<file path="src/rtl/event_dispatch_arbiter_pkg.sv">
// Shared types and constants for the event dispatch arbiter slice.
// Latency: n/a (types, constants and a width helper only).
// Backpressure: n/a.
package event_dispatch_arbiter_pkg;

  // Dispatcher control states.
  typedef enum logic [2:0] {
    ST_IDLE = 3'd0,
    ST_ARB  = 3'd1,
    ST_WAIT = 3'd2,
    ST_DONE = 3'd3,
    ST_ERR  = 3'd4
  } state_e;

  // Event address is {row, col}.
  localparam int EVT_ROW_WIDTH  = 8;
  localparam int EVT_COL_WIDTH  = 8;
  localparam int EVT_ADDR_WIDTH = EVT_ROW_WIDTH + EVT_COL_WIDTH;

  // Delivered-event counter and response timeout counter widths.
  localparam int CNT_WIDTH = 16;
  localparam int TMO_WIDTH = 8;

  // Index width for an N-entry one-hot vector; never below one bit.
  function automatic int idx_width(input int n);
    return (n > 1) ? $clog2(n) : 1;
  endfunction

endpackage

</file>
<file path="src/rtl/event_dispatch_arbiter_rr_arbiter.sv">
// Round-robin picker: first request above last_grant, wrapping at NUM_PE.
// Latency: purely combinational.
// Backpressure: none; grant is only a suggestion until the caller registers it.
module event_dispatch_arbiter_rr_arbiter
  import event_dispatch_arbiter_pkg::*;
#(
  parameter int NUM_PE = 4,
  parameter int IDX_W  = idx_width(NUM_PE)
) (
  input  logic [NUM_PE-1:0] req,
  input  logic [IDX_W-1:0]  last_grant,
  output logic [NUM_PE-1:0] grant_oh,
  output logic [IDX_W-1:0]  grant_idx
);

  logic             found;
  logic [IDX_W-1:0] cand;

  // Walk candidates last_grant+1 .. last_grant+NUM_PE; the first set request wins.
  always_comb begin
    grant_oh  = '0;
    grant_idx = '0;
    found     = 1'b0;
    cand      = '0;
    for (int off = 1; off <= NUM_PE; off++) begin
      cand = IDX_W'((int'(last_grant) + off) % NUM_PE);
      if (!found && req[cand]) begin
        found          = 1'b1;
        grant_oh[cand] = 1'b1;
        grant_idx      = cand;
      end
    end
  end

endmodule

</file>
<file path="src/rtl/event_dispatch_arbiter.sv">
// Shares one request/response event source among NUM_PE engines, round-robin, one fetch in flight.
// Latency: pe_req seen in ARB at T -> src_req T+1 -> src_valid T+2 -> pe_valid T+3.
// Backpressure: engines hold pe_req until their pe_valid; a missing src_valid trips a sticky timeout.
module event_dispatch_arbiter
  import event_dispatch_arbiter_pkg::*;
#(
  parameter int NUM_PE       = 4,
  parameter int DATA_WIDTH   = 4,
  parameter int ADDR_WIDTH   = EVT_ADDR_WIDTH,
  parameter int TOTAL_EVENTS = 1000,
  parameter int TIMEOUT      = 15
) (
  input  logic                  clk,
  input  logic                  rst_n,
  input  logic                  start,
  input  logic [NUM_PE-1:0]     pe_req,
  output logic [NUM_PE-1:0]     pe_valid,
  output logic [DATA_WIDTH-1:0] pe_value,
  output logic [ADDR_WIDTH-1:0] pe_addr,
  output logic                  src_req,
  input  logic                  src_valid,
  input  logic [DATA_WIDTH-1:0] src_value,
  input  logic [ADDR_WIDTH-1:0] src_addr,
  output logic                  busy,
  output logic                  done,
  output logic                  timeout_err,
  output logic [CNT_WIDTH-1:0]  event_count
);

  localparam int IDX_W = idx_width(NUM_PE);

  state_e                state, state_nx;
  logic [IDX_W-1:0]      grant, grant_nx;
  logic [IDX_W-1:0]      last_grant, last_grant_nx;
  logic [TMO_WIDTH-1:0]  tmo, tmo_nx;
  logic [CNT_WIDTH-1:0]  count_nx, count_inc;
  logic [NUM_PE-1:0]     pe_valid_nx;
  logic [DATA_WIDTH-1:0] pe_value_nx;
  logic [ADDR_WIDTH-1:0] pe_addr_nx;
  logic                  src_req_nx, busy_nx, done_nx, err_nx;
  logic [NUM_PE-1:0]     arb_oh;
  logic [IDX_W-1:0]      arb_idx;

  event_dispatch_arbiter_rr_arbiter #(
    .NUM_PE (NUM_PE),
    .IDX_W  (IDX_W)
  ) u_rr (
    .req        (pe_req),
    .last_grant (last_grant),
    .grant_oh   (arb_oh),
    .grant_idx  (arb_idx)
  );

  // Next-state and next-output decode; every output is registered from these values.
  always_comb begin
    state_nx      = state;
    grant_nx      = grant;
    last_grant_nx = last_grant;
    tmo_nx        = tmo;
    count_nx      = event_count;
    count_inc     = event_count + CNT_WIDTH'(1);
    src_req_nx    = 1'b0;
    pe_valid_nx   = '0;
    pe_value_nx   = pe_value;
    pe_addr_nx    = pe_addr;
    case (state)
      ST_IDLE, ST_DONE, ST_ERR: begin
        if (start) begin
          state_nx = ST_ARB;
          count_nx = '0;
        end
      end
      ST_ARB: begin
        if (|arb_oh) begin
          grant_nx   = arb_idx;
          src_req_nx = 1'b1;
          tmo_nx     = '0;
          state_nx   = ST_WAIT;
        end
      end
      ST_WAIT: begin
        if (src_valid) begin
          pe_value_nx        = src_value;
          pe_addr_nx         = src_addr;
          pe_valid_nx[grant] = 1'b1;
          count_nx           = count_inc;
          last_grant_nx      = grant;
          state_nx = (count_inc == CNT_WIDTH'(TOTAL_EVENTS)) ? ST_DONE : ST_ARB;
        end else if (tmo == TMO_WIDTH'(TIMEOUT)) begin
          state_nx = ST_ERR;
        end else begin
          tmo_nx = tmo + TMO_WIDTH'(1);
        end
      end
      default: state_nx = ST_IDLE;
    endcase
    busy_nx = (state_nx == ST_ARB) || (state_nx == ST_WAIT);
    done_nx = (state_nx == ST_DONE);
    err_nx  = (state_nx == ST_ERR);
  end

  // State and output registers; reset discards any in-flight fetch and re-arms PE0 as first winner.
  always_ff @(posedge clk or negedge rst_n) begin
    if (!rst_n) begin
      state       <= ST_IDLE;
      grant       <= '0;
      last_grant  <= IDX_W'(NUM_PE - 1);
      tmo         <= '0;
      event_count <= '0;
      src_req     <= 1'b0;
      pe_valid    <= '0;
      pe_value    <= '0;
      pe_addr     <= '0;
      busy        <= 1'b0;
      done        <= 1'b0;
      timeout_err <= 1'b0;
    end else begin
      state       <= state_nx;
      grant       <= grant_nx;
      last_grant  <= last_grant_nx;
      tmo         <= tmo_nx;
      event_count <= count_nx;
      src_req     <= src_req_nx;
      pe_valid    <= pe_valid_nx;
      pe_value    <= pe_value_nx;
      pe_addr     <= pe_addr_nx;
      busy        <= busy_nx;
      done        <= done_nx;
      timeout_err <= err_nx;
    end
  end

endmodule

</file>
<file path="config.mk">
export PLATFORM = sky130hd
export DESIGN_NAME = event_dispatch_arbiter
export DESIGN_NICKNAME = d
export VERILOG_FILES = /design/src/rtl/event_dispatch_arbiter_pkg.sv /design/src/rtl/event_dispatch_arbiter_rr_arbiter.sv /design/src/rtl/event_dispatch_arbiter.sv
export SDC_FILE = /design/constraint.sdc
export NUM_CORES = 1
export LEC_CHECK = 0
export CORE_ASPECT_RATIO = 1.2
export CORE_UTILIZATION = 46
export DETAILED_ROUTE_END_ITERATION = 16
export PLACE_DENSITY = 0.8
export SYNTH_ARGS = -nofsm -noshare
export SYNTH_HDL_FRONTEND = slang
export SYNTH_HIERARCHICAL = 1
export SYNTH_SLANG_ARGS = --single-unit
export TNS_END_PERCENT = 5
</file>
<file path="constraint.sdc">
create_clock -name clk -period 3.2 [get_ports clk]
set_input_delay 0.8 -clock clk [delete_from_list [all_inputs] [get_ports clk]]
set_output_delay 0.8 -clock clk [all_outputs]
set_load 0.02 [all_outputs]
</file>
Word-level counts from Yosys, hierarchy flattened
Cells that the tools add are included.
{ "word_totals": {"register_bits": 59, "in_bits": 28, "output_inout_bits": 44, "wordCells": 113} }
{ "op_classes": {"addsub": 6, "order_cmp": 10, "n_eq_ne": 15, "muxes": 46, "bitwise_logic": 3, "n_reduce_logical": 21} }
{ "ops": {"columns": ["op", "n"], "rows": [
  ["$mux 16", 2],
  ["$pmux 16 s2", 1],
  ["$mux 4", 6],
  ["$mux 8", 3],
  ["$add 16x1->16 const B", 1],
  ["$eq 16x10->1 const B", 1],
  ["$pmux 8 s2", 1],
  ["$lt 2x3->1 const B", 5],
  ["$mux 1", 14],
  ["$eq 3x2->1 const B", 4],
  ["$mux 3", 4],
  ["$or 4x4->4", 3],
  ["$demux 1 s2", 5],
  ["$ge 2x1->1 const B", 5],
  ["$mux 2", 5],
  ["$ne 2x2->1 const B", 5],
  ["$pmux 3 s3", 1],
  ["$add 8x1->8 const B", 1],
  ["$bmux 1 s2", 4],
  ["$eq 8x4->1 const B", 1],
  ["$logic_and 1x1->1", 8],
  ["$eq 3x1->1 const B", 2],
  ["$eq 3x3->1 const B", 2],
  ["$add 2x1->2 const B", 2],
  ["other kinds (10)", 15]
]} }

Logic depth before layout (Yosys ltp)
{ "logic_depth": {"depth_word": 18, "mapped_depth": 13, "ltp_nobuf": 12} }

By module
Netlist, hierarchy kept.
{ "by_module_without_submodules": {"columns": ["mod", "instances", "cells_per_inst", "area_each_um2", "seq_area_each_um2"], "rows": [
  ["event_dispatch_arbiter", 1, 299, 2826.5, 1478.9],
  ["event_dispatch_arbiter_rr_arbiter", 1, 59, 490.5, 0.0]
]} }

Worst setup path before layout
Ideal clock, no wire load.
{ "synth_timing": {"path_kind": "flip-flop to flip-flop", "startpoint": "register last_grant[0]", "endpoint": "register done", "setup_ns": 0.119, "arrival_time_ns": 3.174, "required_ns": 3.081, "path_slack_ns": -0.093, "stages_incl_launch_ff": 14, "path_buffers": 1, "synth_period_minus_slack_ns": 3.293, "cell_sequence": "dfstp_2 > buf_4 > inv_1 > ha_1 > mux4_2 > nand2_1 > o21ai_1 > a221o_1 > nor4_2 > mux2i_1 > a21oi_2 > or2_4 > o31ai_4 > and2_1"} }
{ "synth_between": {"elab_chain_cells": 17, "elab_cells_between_ends": 52, "cone_classes": "add/sub: 4; order compare: 8; eq/ne: 1; mux: 25; bitwise: 3; reduce/logical: 11"} }
{ "synth_lines": {"columns": ["item", "line", "text"], "rows": [
  ["start: declaration", "event_dispatch_arbiter.sv:34", "logic [IDX_W-1:0] last_grant, last_grant_nx;"],
  ["start signal: assignment", "event_dispatch_arbiter.sv:107", "last_grant <= IDX_W'(NUM_PE - 1);"],
  ["start signal: assignment", "event_dispatch_arbiter.sv:120", "last_grant <= last_grant_nx;"],
  ["parallel branches: the longest is 12 deep, another holds $lt 2x3->1", null, null],
  ["$mux 4 *", "event_dispatch_arbiter_rr_arbiter.sv:27", "if (!found && req[cand]) begin"],
  ["via arb_oh[1]", "event_dispatch_arbiter.sv:41", "logic [NUM_PE-1:0] arb_oh;"],
  ["$reduce_or 4->1 *", "event_dispatch_arbiter.sv:74", "if (|arb_oh) begin"],
  ["$mux 3 *", "event_dispatch_arbiter.sv:74", null],
  ["$pmux 3 s3 *", "event_dispatch_arbiter.sv:66", "case (state)"],
  ["via state_nx[1]", "event_dispatch_arbiter.sv:32", "state_e state, state_nx;"],
  ["$eq 3x2->1 *", "event_dispatch_arbiter.sv:98", "done_nx = (state_nx == ST_DONE);"],
  ["via done_nx", "event_dispatch_arbiter.sv:40", "logic src_req_nx, busy_nx, done_nx, err_nx;"],
  ["end signal: assignment", "event_dispatch_arbiter.sv:128", "done <= done_nx;"],
  ["end: declaration", "event_dispatch_arbiter.sv:25", "output logic done,"]
]} }
Mark *: on every way through the listed nets, which the timed path passes. The select of a mux whose other input is x is not followed.
A chain may end at the register's enable or synchronous reset.

Final worst setup path
{ "layout_timing": {"startpoint": "register last_grant[0]", "endpoint": "register tmo[6]"} }
{ "layout_between": {"elab_chain_cells": 16, "elab_cells_between_ends": 51, "cone_classes": "add/sub: 4; order compare: 8; eq/ne: 1; mux: 23; bitwise: 3; reduce/logical: 12"} }
{ "layout_lines": {"columns": ["item", "line", "text"], "rows": [
  ["parallel branches: the longest is 12 deep, another holds $lt 2x3->1", null, null],
  ["$mux 4 *", "event_dispatch_arbiter_rr_arbiter.sv:27", null],
  ["via arb_oh[3]", "event_dispatch_arbiter.sv:41", null],
  ["$reduce_or 4->1 *", "event_dispatch_arbiter.sv:74", null],
  ["$ne 2x2->1 (no line) *", null, null],
  ["$reduce_and 4->1 (no line) *", null, null],
  ["end signal: assignment", "event_dispatch_arbiter.sv:121", "tmo <= tmo_nx;"],
  ["end: declaration", "event_dispatch_arbiter.sv:35", "logic [TMO_WIDTH-1:0] tmo, tmo_nx;"]
]} }
Marked as above.

==> metrics.txt <==
Final nets=494; fin crit share=98.9%; syn avg cell area=9.27 sq um; syn nets=396; clk_lat worst skew=340 ps; input/output buffers=71; Cell Area, Synth=3320 sq um; VDD IR max=0.519 mV; DP Worst Slack=-592 ps; ratio of cells with drive above 1 in the final layout=17.6%; Slew Viols, Final=0; largest net degree at the start of global routing=32; # DRC=0; final clock skew=7.75 ps; Final min period=3170 ps; Max Fclk=316 MHz; routed len/inst=14.9 um; CTS root buf=clkbuf_8; antenna viol nets, final=0; Post-Synthesis Cells=358; clock sink count=59; Core Rows=33; Synth area leaders=dfrtp_1 (43%), nand2_1 (10%), ha_1 (3.8%); Via-to-Cell Ratio=5.62; critical path peak fanout=9; placed cell areas=4220 sq um; hpwl dp=5.63 mm; initial cell density of the core=48.1%; Slew headroom=61.5%; P_leak=1.98 nW; Critical Path End Type=register; status=finished clean; Die Span Y=95.0 um; RSZ-0062 raised after global routing=yes; first-pass GRT wire length=12.9 mm; HP Class=in2async; fin cells=548; setup slack after layout=34.0 ps; initial antenna violation count=0; placed cells=523; DR pass1 iterations=4; CP arrival=3440 ps; fin area=4500 sq um; number of synthesized register bits=59; WS Path Type=reg2reg; sequential-to-total area share from yosys stat=44.6%; TritonCTS clock tree=done; Tot GR Track Use=22.2%; top cell type's share of synthesized area=43.0%; Fin. Hold Viols=0; Post-synth EDFFs=0; worst-margin pin slew=578 ps; gpl congestion=0.840; commonest non-fill, non-tap cell in the layout=nand2_1; Yosys top cell by area=dfrtp_1; number of global-route vias before repair=2846; initial DRC count=184; grt ovf=0; pwr dens=841 nW/um^2; I/O pin total=72; commonest non-fill, non-tap cells in the layout=nand2_1 (88), clkdlybuf4s50_1 (66), dfrtp_1 (57), buf_4 (29), o21ai_0 (23); unique cell type count in the Yosys netlist=66; final setup violation count=0; area delta synth->final=35.8%; Vias=3078; # H-tree levels=3; WL final=8.19 mm; Max Cap Viol=0; CP required=3470 ps; Clock Tree Buf Depth=2; Yosys Warn Count=6; total CTS buffers=9; core area=6900 sq um; area of the die=7560 sq um; Post-synth ARST share=100%; total negative slack=0 ps; top_reg_cell synth=dfrtp_1; Worst setup SP type=register; Die Width=79.5 um; clk slew on worst S/H paths=70 ps; antenna cell count=0
cells in the mapped netlist, types with 3 or more instances:
cell,count
nand2_1,88
dfrtp_1,57
o21ai_0,23
nor2_1,19
nand3_1,13
a21oi_1,10
ha_1,10
o31ai_1,9
nor3_1,7
o21ai_1,7
xnor2_1,7
clkbuf_1,6
inv_1,6
nand4_1,6
a31oi_1,5
and2_1,5
a221o_1,4
and4_1,4
mux2_2,4
nor3b_1,4
and3_1,3
buf_1,3
buf_6,3
flip-flops by register name, indices dropped and copies added, names as in the netlist:
register	count
tmo	8
last_grant	2
timeout_err	1
grant	2
busy	1
event_count	16
pe_value	4
pe_addr	16
done	1
src_req	1
pe_valid	4
state	3
timing repair:
action,4_1_cts,5_1_grt
setup endpoints to repair,11,11
gates cloned,0,1
pin swaps,2,7
resized for setup,7,13
hold buffers,0,0
buffers inserted,1,7
cell families after synthesis:
| family | share of synthesized area [%] |
|---|---|
| AO/OA/AOI/OAI | 16.0 |
| XOR/XNOR | 2.38 |
| adder cells (fa/ha/maj) | 3.77 |
| buffers and inverters | 3.96 |
| flip-flops | 44.6 |
| multiplexers | 3.32 |
| AND/OR/NAND/NOR | 26.0 |
power breakdown:
| part | switching, W | total, W | leakage, nW | internal [W] |
|---|---|---|---|---|
| registers | 0.000175 | 0.00114 | 0.770 | 0.000963 |
| logic | 0.00107 | 0.00204 | 1.13 | 0.000975 |
| clock network | 0.000322 | 0.000606 | 0.0818 | 0.000284 |
per-layer routing:
metal	global-route usage, %	vias to the layer above	wire length, um
met5	0	-	0
met1	26.9	1497	3520
met4	8.18	0	116
li1	-	1478	-
met2	37.4	90	4090
met3	6.41	13	466
metrics by stage:
stage          power, W  hold WS [ps]  util [%]
2_1_floorplan   0.00232           463         -
3_3_place_gp    0.00296           458      61.3
3_5_place_dp    0.00303           461      61.3
4_1_cts         0.00366           461      64.0
5_1_grt         0.00404           483      65.3
6_report        0.00379           453      65.3
critical path, cell delays in order (launching register included):
cell,delay [ps]
dfstp_2,610
buf_6,160
mux4_1,640
o21ai_1,210
a221o_1,180
nor4_4,70
mux2i_1,200
a21oi_2,120
or2_4,270
or4_1,480
a21oi_2,150
final cells by class:
cell class | instances | area, sq um
Timing Repair Buffer | 102 | 926
Multi-Input combinational cell | 276 | 1780
Clock buffer | 9 | 124
Clock inverter | 7 | 53.8
Tap cell | 87 | 109
Sequential cell | 59 | 1480
Fill cell | 554 | 2390
Inverter | 8 | 32.5
final timing paths:
| check | startpoint | endpoint | slack [ps] | depth (start not counted) |
|---|---|---|---|---|
| worst min-delay path | rst_n | pe_valid[0] | 450 | 1 |
| worst min register to register | pe_addr[15] | pe_addr[15] | 480 | 2 |
| max in group asynchronous | rst_n | pe_value[1] | 2070 | 2 |
| min in group clk | pe_addr[15] | pe_addr[15] | 480 | 2 |
| worst max register to register | last_grant[0] | tmo[6] | 30 | 10 |
| worst max-delay path | last_grant[0] | tmo[6] | 30 | 10 |
No activity file was read; power rests on OpenSTA's default activity.
